File: config.mk
export PLATFORM = sky130hd
export DESIGN_NAME = sram_sp_arbiter
export DESIGN_NICKNAME = d
export VERILOG_FILES = /design/src/rtl/sram_sp_arbiter.sv
export SDC_FILE = /design/constraint.sdc
export NUM_CORES = 1
export LEC_CHECK = 0
export BUFFER_PORTS_ARGS = -buffer_cell sky130_fd_sc_hd__buf_2
export CAP_MARGIN = 20
export CORE_AREA = 2 2 85 87
export CTS_CLUSTER_DIAMETER = 50
export CTS_CLUSTER_SIZE = 16
export DETAILED_ROUTE_END_ITERATION = 12
export DIE_AREA = 0 0 87 89
export HOLD_SLACK_MARGIN = 0.02
export PLACE_DENSITY = 0.61
export SYNTH_ARGS = -nofsm -noshare
export SYNTH_HDL_FRONTEND = slang
export SYNTH_SLANG_ARGS = --single-unit
File: constraint.sdc
create_clock -name clock -period 2.2 [get_ports clock]
set_input_delay 0.11 -clock clock [delete_from_list [all_inputs] [get_ports clock]]
set_output_delay 0.11 -clock clock [all_outputs]
set_load 0.02 [all_outputs]
File: src/rtl/sram_sp_arbiter.sv
// Single-port SRAM controller: zero-fills the macro after reset, then shares
// the port between one read and one write requester with round-robin priority.
//
// state | meaning
// INIT  | writing zeros to every address, requesters held off
// RUN   | port open, read/write arbitration active
module sram_sp_arbiter #(
    parameter int DATA_W    = 32,
    parameter int ADDR_W    = 7,
    parameter int DEPTH     = 128,
    parameter bit INIT_ZERO = 1'b1
) (
    input  logic              clock,
    input  logic              reset,
    input  logic              r_req_valid,
    output logic              r_req_ready,
    input  logic [ADDR_W-1:0] r_req_addr,
    output logic              r_resp_valid,
    output logic [DATA_W-1:0] r_resp_data,
    input  logic              w_req_valid,
    output logic              w_req_ready,
    input  logic [ADDR_W-1:0] w_req_addr,
    input  logic [DATA_W-1:0] w_req_data,
    output logic              init_done,
    output logic              sram_CEB,
    output logic              sram_WEB,
    output logic [ADDR_W-1:0] sram_A,
    output logic [DATA_W-1:0] sram_D,
    input  logic [DATA_W-1:0] sram_Q
);

    typedef enum logic {
        ST_INIT = 1'b0,
        ST_RUN  = 1'b1
    } state_t;

    localparam state_t RESET_STATE = INIT_ZERO ? ST_INIT : ST_RUN;

    state_t            state;
    logic [ADDR_W-1:0] init_cnt;
    logic              rr_ptr;
    logic              resp_v_q;
    logic [DATA_W-1:0] hold_q;
    logic              grant_r;
    logic              grant_w;

    assign init_done = (state == ST_RUN);

    // rr_ptr = 0 favours the read side on a tie, 1 favours the write side.
    always_comb begin
        grant_r = 1'b0;
        grant_w = 1'b0;
        if (!reset && state == ST_RUN) begin
            if (r_req_valid && (!w_req_valid || !rr_ptr)) begin
                grant_r = 1'b1;
            end else if (w_req_valid) begin
                grant_w = 1'b1;
            end
        end
    end

    assign r_req_ready = grant_r;
    assign w_req_ready = grant_w;

    // The fill is suppressed while reset is held so the macro sees no stray writes.
    always_comb begin
        sram_CEB = 1'b1;
        sram_WEB = 1'b1;
        sram_A   = '0;
        sram_D   = '0;
        if (!reset && state == ST_INIT) begin
            sram_CEB = 1'b0;
            sram_WEB = 1'b0;
            sram_A   = init_cnt;
        end else if (grant_r) begin
            sram_CEB = 1'b0;
            sram_A   = r_req_addr;
        end else if (grant_w) begin
            sram_CEB = 1'b0;
            sram_WEB = 1'b0;
            sram_A   = w_req_addr;
            sram_D   = w_req_data;
        end
    end

    always_ff @(posedge clock) begin
        if (reset) begin
            state    <= RESET_STATE;
            init_cnt <= '0;
            rr_ptr   <= 1'b0;
            resp_v_q <= 1'b0;
            hold_q   <= '0;
        end else begin
            case (state)
                ST_INIT: begin
                    init_cnt <= init_cnt + ADDR_W'(1);
                    if (init_cnt == ADDR_W'(DEPTH - 1)) begin
                        state <= ST_RUN;
                    end
                end
                ST_RUN: begin
                    if (grant_r) begin
                        rr_ptr <= 1'b1;
                    end else if (grant_w) begin
                        rr_ptr <= 1'b0;
                    end
                end
                default: state <= RESET_STATE;
            endcase
            resp_v_q <= grant_r;
            if (resp_v_q) begin
                hold_q <= sram_Q;
            end
        end
    end

    // Q is only trustworthy the cycle after a read; otherwise replay the last value.
    assign r_resp_valid = resp_v_q;
    assign r_resp_data  = resp_v_q ? sram_Q : hold_q;

endmodule

---- Yosys cells after proc, flatten, opt, wreduce, memory -nomap -nowiden ----
Cells that the tools add are included.
storage, ports and cells
  output and inout port bits .............. 77
  bits of input ports ..................... 82
  logic and storage cells ................. 38
  register bits ........................... 42
cells by class
  equal/unequal tests ..................... 1
  add/subtract/negate cells ............... 1
  bitwise logic cells ..................... 1
  multiplexer cells ....................... 21
  reduce and logical (&&, ||, !) cells .... 9
operators by type and width
  kind                                         count
  2-to-1 mux 32 bit                            4
  2-to-1 mux 7 bit                             3
  2-to-1 mux 1 bit                             14
  adder 7 x 1 -> 7 bit, second input constant  1
  equality test 7 bit, second input constant   1
  logical AND 1 bit                            3
  logical NOT 1 bit                            3
  AND reduction 2 bit                          1
  nonzero test 2 bit                           1
  logical OR 1 bit                             1
  NOT 1 bit                                    1

---- Depth between registers and ports, before layout ----
Gate-level depths: netlist of the first run.
  word-level depth ........................ 8
  depth in mapped cells ................... 5
  gate-level depth less buffers ........... 4

---- Worst setup path after synthesis of the first run ----
No wires, ideal clock.
  path type ............................... flip-flop to output port
  from .................................... register state (netlist: init_done)
  to ...................................... output sram_CEB
  slack ................................... 526 ps
  required time ........................... 2090 ps
  arrival ................................. 1564 ps
  path buffers ............................ 3
  cell stages (with the launch flop) ...... 6
  path through ............................ dfxtp_1 > buf_2 > and4b_1 > buf_2 > buf_2 > nor3_1
on the way
  cells in the longest elaborated chain, start to end .. 5
  elaborated cells between the ends (all ways) .. 8
  those cells by class .................... mux: 5; bitwise: 1; reduce/logical: 2
ends and longest elaborated chain
  item                    RTL line  text
  from (decl)             39        state_t state;
  from (signal assigned)  88        state <= RESET_STATE;
  from (signal assigned)  98        state <= ST_RUN;
  from (signal assigned)  108       default: state <= RESET_STATE;
  logical AND 1 bit       53        if (!reset && state == ST_RUN) begin
  2-to-1 mux 1 bit        53
  via w_req_ready         21        output logic w_req_ready,
  2-to-1 mux 1 bit        78        end else if (grant_w) begin
  2-to-1 mux 1 bit        75        end else if (grant_r) begin
  2-to-1 mux 1 bit        71        if (!reset && state == ST_INIT) begin
  to (decl)               25        output logic sram_CEB,
The timed path passes the listed nets, and every way through them passes these cells.

---- Final worst setup path of the first run ----
  from .................................... register state (netlist: init_done)
  to ...................................... output sram_A[0]
on the way
  cells in the longest elaborated chain, start to end .. 5
  elaborated cells between the ends (all ways) .. 8
  those cells by class .................... mux: 5; bitwise: 1; reduce/logical: 2
ends and longest elaborated chain
  item                RTL line  text
  logical AND 1 bit   53
  2-to-1 mux 1 bit    53
  2-to-1 mux 7 bit    78
  2-to-1 mux 7 bit    75
  2-to-1 mux 7 bit *  71
  to (decl)           27        output logic [ADDR_W-1:0] sram_A,
Mark *: on every way between the ends. The rest lies on a longest branch, timed or not.

==> results of run 1 <==
[placed cells by master, fill, tap and decap left out]
cell type | netlist | final
xnor2_1 | 1 | 1
nor3_1 | 1 | 1
or3_1 | 2 | 2
and3b_1 | 1 | 1
a21oi_1 | 2 | 2
and2_1 | 36 | 36
nand2b_1 | 2 | 2
o21ai_0 | 2 | 2
a221o_1 | 7 | 7
and4b_1 | 1 | 1
mux2i_1 | 1 | 1
nand2_1 | 3 | 3
clkinvlp_4 | 0 | 1
dfxtp_1 | 42 | 42
clkbuf_8 | 0 | 6
mux2_2 | 27 | 27
nor2_1 | 8 | 8
a31oi_1 | 1 | 1
o21bai_1 | 1 | 1
mux2_1 | 5 | 5
xor2_1 | 3 | 3
and4_1 | 1 | 1
buf_2 | 7 | 158
and3_1 | 5 | 5
nand4b_1 | 2 | 2
buf_4 | 0 | 3
clkinv_2 | 0 | 1
ha_1 | 1 | 1
nor2b_1 | 33 | 33
[cell families (layout without fill, tap and decap cells)]
kind of cell / count (synthesis) / count (layout) / synth area share, %
AO/OA/AOI/OAI: 13 / 13 / 5.16
XOR/XNOR: 4 / 4 / 1.74
adder cells (fa/ha/maj): 1 / 1 / 0.621
buffers and inverters: 15 / 169 / 3.60
flip-flops: 42 / 42 / 41.7
multiplexers: 33 / 33 / 18.4
AND/OR/NAND/NOR: 95 / 95 / 28.8
[state kept, by name, summed over array words and instances (netlist names)]
name / flops
init_done: 1
rr_ptr: 1
hold_q: 32
r_resp_valid: 1
init_cnt: 7
[layer usage]
metal / vias to the layer above / share of wire [%] / GRT usage [%] / wire length (um)
met2: 100 / 51 / 26.2 / 2910
met5: - / 0 / 0 / 0
li1: 984 / - / - / -
met3: 4 / 9.1 / 4.62 / 525
met1: 896 / 39 / 14.7 / 2260
met4: 0 / 0.80 / 3.84 / 46
[per-stage QoR]
stage	hold slack [ns]	total power [uW]	cell area [um^2]	utilization, %
2_1_floorplan	0.287	819	2010	-
3_3_place_gp	0.368	905	2860	42.5
3_5_place_dp	0.366	906	2860	42.5
4_1_cts	0.0494	1430	2950	43.9
5_1_grt	0.0669	1470	2950	43.9
6_report	0.0635	1400	2950	43.9
[report_power, final]
part | switching (uW) | total (uW) | internal, uW
registers | 6.24 | 770 | 764
clock network | 258 | 511 | 252
logic | 50.0 | 115 | 64.6
total | 315 | 1400 | 1080
[critical path: stages, from the launching register on]
cell and delay, ns:
dfxtp_1 0.41, and3b_1 0.29, and2_1 0.24, a221o_1 0.36, buf_2 0.16
[worst max-delay path by stage]
stage	endpoint	slack [ns]	cells after the start
after global placement	sram_A[1]	0.71	4
after CTS	sram_A[0]	0.32	4
final	sram_A[0]	0.34	4
after detailed placement	sram_A[0]	0.65	4
after floorplan	sram_CEB	0.53	5
after global routing	sram_A[0]	0.20	4
[cell type report]
type | count | area, um^2
Tap cell | 80 | 100
Clock inverter | 2 | 12.5
Sequential cell | 42 | 841
Multi-Input combinational cell | 146 | 1100
Timing Repair Buffer | 161 | 813
Fill cell | 690 | 3770
Clock buffer | 6 | 82.6
==> qor.csv, run 1 <==
metric,value,unit
worst hold path depth,2,
clock latency on the worst-skew pair,0.29,ns
CTS tree,done,
Core Area,0.00672,mm^2
ANT cells,0,
DRC viols,0,
vias in the first global route,1746,
period utilization,84.7,%
post-CTS setup buffer count,0,
RR Startpoint,r_resp_valid$_SDFF_PP0_,
routed length per instance,13.2,um
"FFs w/ async S/R, synth",0,%
crit-path max FO,10,
num rows,30,
Seq cells post-synth,42,
Final setup viols,0,
Crit Reg-Reg Endpoint,hold_q[0]$_SDFF_PP0_,
RD Place Congestion,0.793,
I/O Buffers,158,
HPWL Detailed,4.53,mm
antenna violations before repair,0,
final antenna-violating net count,0,
commonest cells in the netlist,"dfxtp_1 (42), and2_1 (36), nor2b_1 (33)",
status,"finished, final reports clean",
Yosys cell types,27,
normalized max-slew margin,61.9,%
largest net degree at the start of global routing,44,
# clock sinks,42,
post-synthesis cell area,0.00201,mm^2
RSZ-0062 raised after global routing,false,
Slew Limit Fails,0,
Starting Density,30.0,%
Tot GR Track Use,13.9,%
Syn Nets,286,
post-route insts no fill,437,
Crit Path Category,flop to primary output,
clock buffer depth,2,
Setup WS post-layout,0.336,ns
WP data required,2.09,ns
DR pass1 iterations,4,
Synth area leaders,"dfxtp_1 (42%), mux2_2 (15%), and2_1 (11%)",
via count,1984,
worst clock skew,0.00288,ns
Hold Crit Class,input port to flop,
pre-CTS setup slack,0.655,ns
die width,87,um
Least-Margin Pin Slew,0.569,ns
Critical Path Start,init_done$_SDFF_PP0_,
most common cell in the netlist,dfxtp_1,
Setup TNS,0,ns
Post-synth EDFFs,0,
Syn. warnings,0,
dpl cells,429,
CTS Root Cell,clkbuf_8,
total gr overflow,0,
full die area,0.00774,mm^2
PD cells,473,mW/mm^2
"CTS clk-pin slew, worst paths",0.08,ns
Max-Cap Viols,0,
Layout Nets,439,
post-layout min period,1.86,ns
"Primary FF master, synth",dfxtp_1,
register area share after synthesis,41.7,%
H-tree depth,2,
cell taking the most area after synthesis,dfxtp_1,
area growth from synthesis to layout,46.5,%
1st-iter DRT viols,28,
Fin. Hold Viols,0,
R2R setup slack,0.85,ns
drt total wl,5.75,mm
Post-CTS Resized,0,
first-pass GRT wire length,8.28,mm
cts-stage hold buffer count,0,
Hold Path End,init_cnt[2]$_SDFFE_PP0N_,
Mapped Cells,203,
vias per inst,4.54,
DIE HEIGHT,89,um
Worst Hold Launch,reset,
Yosys top cell area share,41.7,%
critical path endpoint category,primary output,
Worst Setup Start Kind,flop,
layout cells sized above 1,54.9,%
CTS buffer count,5,
LEAKAGE,0.00164,uW
Mean Syn Cell Area,9.92,um^2
# IOs,159,
Worst VDD drop,0.000297,V
critical path arrival,1.75,ns
cells on worst reg2reg path,3,
Max Freq,537,MHz
(Power assumes the default switching activity.)
==> run 2: changes to the inputs <==
Settings changed: PLACE_DENSITY 0.61 to 0.64.
Clock period 2.2 ns to 1.71 ns, I/O delays scaled along.
==> run 2 against run 1 <==
Register-to-register slack got worse by 0.48 ns. Clock skew increased by 0.0057 ns. Cell count increased by 3.7%. Critical path type unchanged.
==> qor.csv, run 2 (synthesized netlist as in run 1, its figures left out) <==
metric,value,unit,change
status,"finished, final reports clean",,unchanged
clock latency on the worst-skew pair,0.29,ns,about the same
worst clock skew,0.00857,ns,was 0.00288 ns
critical path endpoint category,primary output,,unchanged
RR Startpoint,init_cnt[0]$_SDFFE_PP0N_,,was r_resp_valid$_SDFF_PP0_
# clock sinks,42,,unchanged
# IOs,159,,unchanged
worst hold path depth,3,,was 2
Max-Cap Viols,0,,unchanged
"commonest non-fill, non-tap cell in the layout",buf_2,,unchanged
DIE HEIGHT,89,um,unchanged
num rows,30,,unchanged
register area,843,um^2,was 841 um^2
DRC viols,0,,unchanged
LEAKAGE,0.00175,uW,was 0.00164 uW
vias per inst,4.51,,was 4.54
Filler Cells Inserted,669,,was 690
met3 Track Usage GR,7.02,%,was 4.62%
area growth from synthesis to layout,62.0,%,was 46.5%
routed length per instance,14.7,um,was 13.2 um
via count,2041,,was 1984
period utilization,99.4,%,
"CTS clk-pin slew, worst paths",0.08,ns,about the same
Fin. Hold Viols,0,,unchanged
GR Util met1,16.1,%,was 14.7%
largest net degree at the start of global routing,29,,was 44
RSZ-0062 raised after global routing,true,,was false
Slew Limit Fails,0,,unchanged
RD Place Congestion,0.854,,was 0.793
Tot GR Track Use,16.4,%,was 13.9%
Hold Path End,hold_q[18]$_SDFF_PP0_,,was init_cnt[2]$_SDFFE_PP0N_
Worst VDD drop,0.000320,V,was 0.000297 V
critical path arrival,1.61,ns,was 1.75 ns
cells on worst reg2reg path,4,,was 3
R2R setup slack,0.37,ns,was 0.85 ns
antenna violations before repair,4,,was 0
Fin Hold WS,0.133,ns,was 0.0635 ns
H-tree depth,2,,unchanged
layout cells sized above 1,58.4,%,was 54.9%
WP data required,1.62,ns,was 2.09 ns
Least-Margin Pin Slew,0.238,ns,was 0.569 ns
Core Area,0.00672,mm^2,unchanged
CTS tree,done,,unchanged
Max Freq,588,MHz,
first-pass GRT wire length,9.46,mm,was 8.28 mm
Crit Reg-Reg Endpoint,init_cnt[6]$_SDFFE_PP0N_,,was hold_q[0]$_SDFF_PP0_
Top reg by flops,hold_q,,unchanged
drt total wl,6.65,mm,was 5.75 mm
die width,87,um,unchanged
total power,1910,uW,was 1400 uW
CTS Root Cell,clkbuf_8,,unchanged
CTS buffer count,5,,unchanged
Crit Path Category,flop to primary output,,unchanged
number of flip-flops in the largest register,32,,unchanged
I/O Buffers,158,,unchanged
final antenna-violating net count,0,,unchanged
PD cells,587,mW/mm^2,was 473 mW/mm^2
total gr overflow,0,,unchanged
1st-iter DRT viols,43,,was 28
clock buffer depth,2,,unchanged
Final setup viols,0,,unchanged
vias in the first global route,2014,,was 1746
most frequent cells in the layout,"buf_2 (133), dfxtp_1 (40), and2_1 (33), nor2b_1 (33), mux2_2 (27)",,"was buf_2 (158), dfxtp_1 (42), and2_1 (36)"
Worst Setup Start Kind,flop,,unchanged
Starting Density,30.0,%,unchanged
Regs by FF count,"hold_q: 32 flops, init_cnt: 7 flops",,unchanged
gr busiest metal,met2,,unchanged
Hold Crit Class,input port to flop,,unchanged
full die area,0.00774,mm^2,unchanged
GRT met2 Usage,29.4,%,was 26.2%
HPWL Detailed,5.26,mm,was 4.53 mm
Layout Nets,452,,was 439
normalized max-slew margin,84.2,%,was 61.9%
multi-input logic area,0.00112,mm^2,was 0.00110 mm^2
Worst Hold Launch,sram_Q[18],,was reset
DR pass1 iterations,4,,unchanged
crit-path max FO,8,,was 10
post-layout min period,1.70,ns,
[run 2: cell types whose count changed in the layout (fill, tap and decap cells not counted), moves of 2 or more]
cell and change:
dfxtp_2 +2, dfxtp_1 -2, buf_2 -25, diode_2 +3
buf_4 +17, and2_1 -3, buf_6 +18, and2_4 +3
[run 2: area by class of cell]
| class | instances | area share, % |
|---|---|---|
| Clock inverter | 3 | 1.23 |
| Sequential cell | 42 | 25.8 |
| Antenna cell | 3 | 0.230 |
| Timing Repair Buffer | 174 | 33.3 |
| Multi-Input combinational cell | 146 | 34.2 |
| Tap cell | 80 | 3.07 |
| Clock buffer | 5 | 2.11 |
[run 2: through the flow]
| stage | area [um^2] | utilization [%] | setup WS, ns | cells | TNS (ns) |
|---|---|---|---|---|---|
| 6_report | 3260 | 48.6 | 0.00986 | 453 | 0 |
| 3_5_place_dp | 2910 | 43.2 | 0.231 | 434 | 0 |
| 3_3_place_gp | 2910 | 43.2 | 0.270 | 434 | 0 |
| 4_1_cts | 3140 | 46.8 | 0.00195 | 450 | 0 |
| 5_1_grt | 3260 | 48.5 | -0.0413 | 451 | -0.228 |
| 2_1_floorplan | 2010 | - | 0.0601 | 203 | 0 |
[run 2: where the power goes]
part	internal, uW	switching, uW	total (uW)	leakage, uW
registers	983	7.93	991	0.000340
logic	91.6	69.8	161	0.00135
clock network	430	333	762	0.0000579
total	1500	410	1910	0.00175
[run 2: what timing repair did]
item / 4_1_cts / 5_1_grt
resized for setup: 15 / 39
setup buffers: 6 / 0
pin swaps: 6 / 0
endpoints found under the setup margin: 7 / 25
hold buffers: 0 / 0
endpoints found under the hold margin: 0 / 0
gates cloned: 2 / 0
[run 2: how the worst max path moves through the flow]
| stage | startpoint | endpoint |
|---|---|---|
| detailed placement | rr_ptr$_SDFFE_PP0P_ | sram_A[4] |
| global placement | rr_ptr$_SDFFE_PP0P_ | sram_A[4] |
| floorplan | init_done$_SDFF_PP0_ | sram_CEB |
| global route | rr_ptr$_SDFFE_PP0P_ | sram_A[3] |
| CTS | rr_ptr$_SDFFE_PP0P_ | sram_A[4] |
| finish | rr_ptr$_SDFFE_PP0P_ | sram_A[3] |
[run 2: per-layer routing]
layer  wire (um)  vias to the layer above
met5           0                        -
met4         192                        0
met3         784                       15
met2        3210                      111
met1        2450                      901
li1            -                     1014
[run 2: worst max-delay path: stages (launching register included)]
cell and delay, ns:
dfxtp_2 0.32, nand2b_4 0.12, and4b_2 0.26, buf_8 0.15, a221o_1 0.34, buf_6 0.14
==> run 3: changes to the inputs <==
Settings changed: PLACE_DENSITY 0.64 to 0.73.
==> run 3 against run 2 <==
The run now ends with negative setup slack left. Core utilization fell by 0.32 points. Combinational power fell by 3%. Total power grew 8.3%. Register-to-register slack lost 0.02 ns. Worst setup slack got worse by 0.011 ns. Flip-flop and latch count unchanged. Sequential power is essentially flat. Largest cell class unchanged. Highest routed layer unchanged.
==> qor.csv, run 3 (synthesized netlist as in run 1, its figures left out) <==
metric,value,unit,change
status,finished with violations,,"was finished, final reports clean"
failing checks,negative setup slack,,
Regs by FF count,"hold_q: 32 flops, init_cnt: 7 flops",,unchanged
RR Startpoint,init_cnt[0]$_SDFFE_PP0N_,,unchanged
# IOs,159,,unchanged
DR pass1 iterations,4,,unchanged
Gate power share,7.5,%,was 8.4%
RD Place Congestion,0.819,,was 0.854
most frequent cells in the layout,"buf_2 (135), dfxtp_1 (41), nor2b_1 (33)",,"was buf_2 (133), dfxtp_1 (40), and2_1 (33), nor2b_1 (33), mux2_2 (27)"
normalized max-slew margin,77.5,%,was 84.2%
critical path endpoint category,primary output,,unchanged
Slowest cell on crit path,dfxtp_2,,was a221o_1
DIE HEIGHT,89,um,unchanged
# clock sinks,42,,unchanged
layout cells sized above 1,58.1,%,was 58.4%
CTS Root Cell,clkbuf_8,,unchanged
die width,87,um,unchanged
Core Area,0.00672,mm^2,unchanged
"CTS clk-pin slew, worst paths",0.08,ns,about the same
Internal Power,1660,uW,was 1500 uW
routed length per instance,14.5,um,was 14.7 um
HPWL Detailed,5.05,mm,was 5.26 mm
area growth from synthesis to layout,60.9,%,was 62.0%
Net Sw Frac,20.1,%,was 21.4%
Starting Density,30.0,%,unchanged
Seq pwr share,47.8,%,was 51.8%
Setup TNS,-0.00163,ns,was 0 ns
cts-stage hold buffer count,0,,unchanged
vias per inst,4.63,,was 4.51
post-layout min period,1.71,ns,was 1.70 ns
PD cells,640,mW/mm^2,was 587 mW/mm^2
antenna violations before repair,3,,was 4
DRC viols,0,,unchanged
critical path arrival,1.63,ns,was 1.61 ns
WP data required,1.62,ns,about the same
RSZ-0062 raised after global routing,true,,unchanged
full die area,0.00774,mm^2,unchanged
CTS buffer count,5,,unchanged
Max-Cap Viols,0,,unchanged
clock buffer depth,2,,unchanged
LEAKAGE,0.00174,uW,was 0.00175 uW
total power,2070,uW,was 1910 uW
Worst VDD drop,0.000325,V,was 0.000320 V
total gr overflow,0,,unchanged
clock latency on the worst-skew pair,0.29,ns,about the same
I/O Buffers,158,,unchanged
Worst Path Buf+Inv,2,,unchanged
power share of the clock group,44.7,%,was 39.8%
Slew Limit Fails,0,,unchanged
first-pass GRT wire length,9.03,mm,was 9.46 mm
Worst Hold Launch,reset,,was sram_Q[18]
Top reg by flops,hold_q,,unchanged
Setup WS post-layout,-0.00163,ns,was 0.00986 ns
Crit Path Category,flop to primary output,,unchanged
via count,2074,,was 2041
final core utilization,48.2,%,was 48.6%
Layout Nets,447,,was 452
crit-path max FO,20,,was 8
Worst Setup Start Kind,flop,,unchanged
drt total wl,6.49,mm,was 6.65 mm
"commonest non-fill, non-tap cell in the layout",buf_2,,unchanged
Hold Crit Class,input port to flop,,unchanged
final antenna-violating net count,0,,unchanged
Sw Pwr,416,uW,was 410 uW
worst path cell trace,nand2b_1 -> and4b_2 -> bufbuf_16 -> and2_1 -> buf_2,,was nand2b_4 -> and4b_2 -> buf_8 -> a221o_1 -> buf_6
Tot GR Track Use,15.5,%,was 16.4%
vias in the first global route,1904,,was 2014
worst clock skew,0.00664,ns,was 0.00857 ns
CP max stage delay,0.33,ns,was 0.34 ns
number of flip-flops in the largest register,32,,unchanged
num rows,30,,unchanged
largest net degree at the start of global routing,32,,was 29
period utilization,100,%,was 99.4%
Critical Path Start,rr_ptr$_SDFFE_PP0P_,,unchanged
Fin. Hold Viols,0,,unchanged
Least-Margin Pin Slew,0.338,ns,was 0.238 ns
CTS tree,done,,unchanged
H-tree depth,2,,unchanged
"delay-heaviest family, CP",simple AND/OR/NAND/NOR gates,,unchanged
Final setup viols,1,,was 0
1st-iter DRT viols,76,,was 43
Max Freq,584,MHz,was 588 MHz
[run 3: cell types whose count changed in the layout (fill, tap and decap cells not counted), moves of 2 or more]
cell / change
buf_6: -6
and2_1: -2
and2_4: +2
buf_2: +2
clkinv_2: -2
[run 3: per-layer routing]
metal	part of all wire [%]	global-route usage (%)
met5	0	0
met3	7.9	4.71
met4	2.5	7.24
met1	34	13.6
met2	55	31.7
[run 3: power by group through the flow]
stage,registers [uW],logic (uW),clock network [uW]
final,991,156,927
after global routing,993,172,1010
after CTS,991,154,964
after detailed placement,1010,150,0
after global placement,1010,148,0
after floorplan,1010,42.0,0
[run 3: area by class of cell]
type,count,area [um^2]
fill,627,3480
clock buffer,5,68.8
clock inverter,3,68.8
multi-input combinational,146,1120
tap,80,100
sequential,42,842
timing repair buffer,169,1040
antenna,3,7.51
[run 3: per-stage QoR]
step,area [um^2],cells,setup slack [ns],hold WS [ns]
4_1_cts,3150,445,0.00256,0.121
2_1_floorplan,2010,203,0.0601,0.263
3_5_place_dp,2890,432,0.236,0.427
5_1_grt,3240,448,-0.0656,0.131
3_3_place_gp,2890,432,0.290,0.417
6_report,3240,448,-0.00163,0.130
[run 3: final timing paths]
check | end | slack, ns | depth (start not counted)
setup / recovery | sram_D[28] | -0.002 | 5
setup reg to reg | init_cnt[6]$_SDFFE_PP0N_ | 0.35 | 4
hold / removal | init_done$_SDFF_PP0_ | 0.13 | 2
hold reg to reg | init_cnt[6]$_SDFFE_PP0N_ | 0.52 | 2
[run 3: worst register-to-register path, delay by kind of cell, from the launching register on]
kind	cells	cell delay [ns]
AO/OA/AOI/OAI	1	0.14
adder cells (fa/ha/maj)	1	0.21
flip-flops	1	0.40
AND/OR/NAND/NOR	2	0.55
[run 3: timing repair]
action	4_1_cts	5_1_grt
pin swaps	5	2
buffers inserted	3	0
endpoints found under the hold margin	0	0
endpoints found under the setup margin	5	40
cloned	2	0
resized for setup	13	31
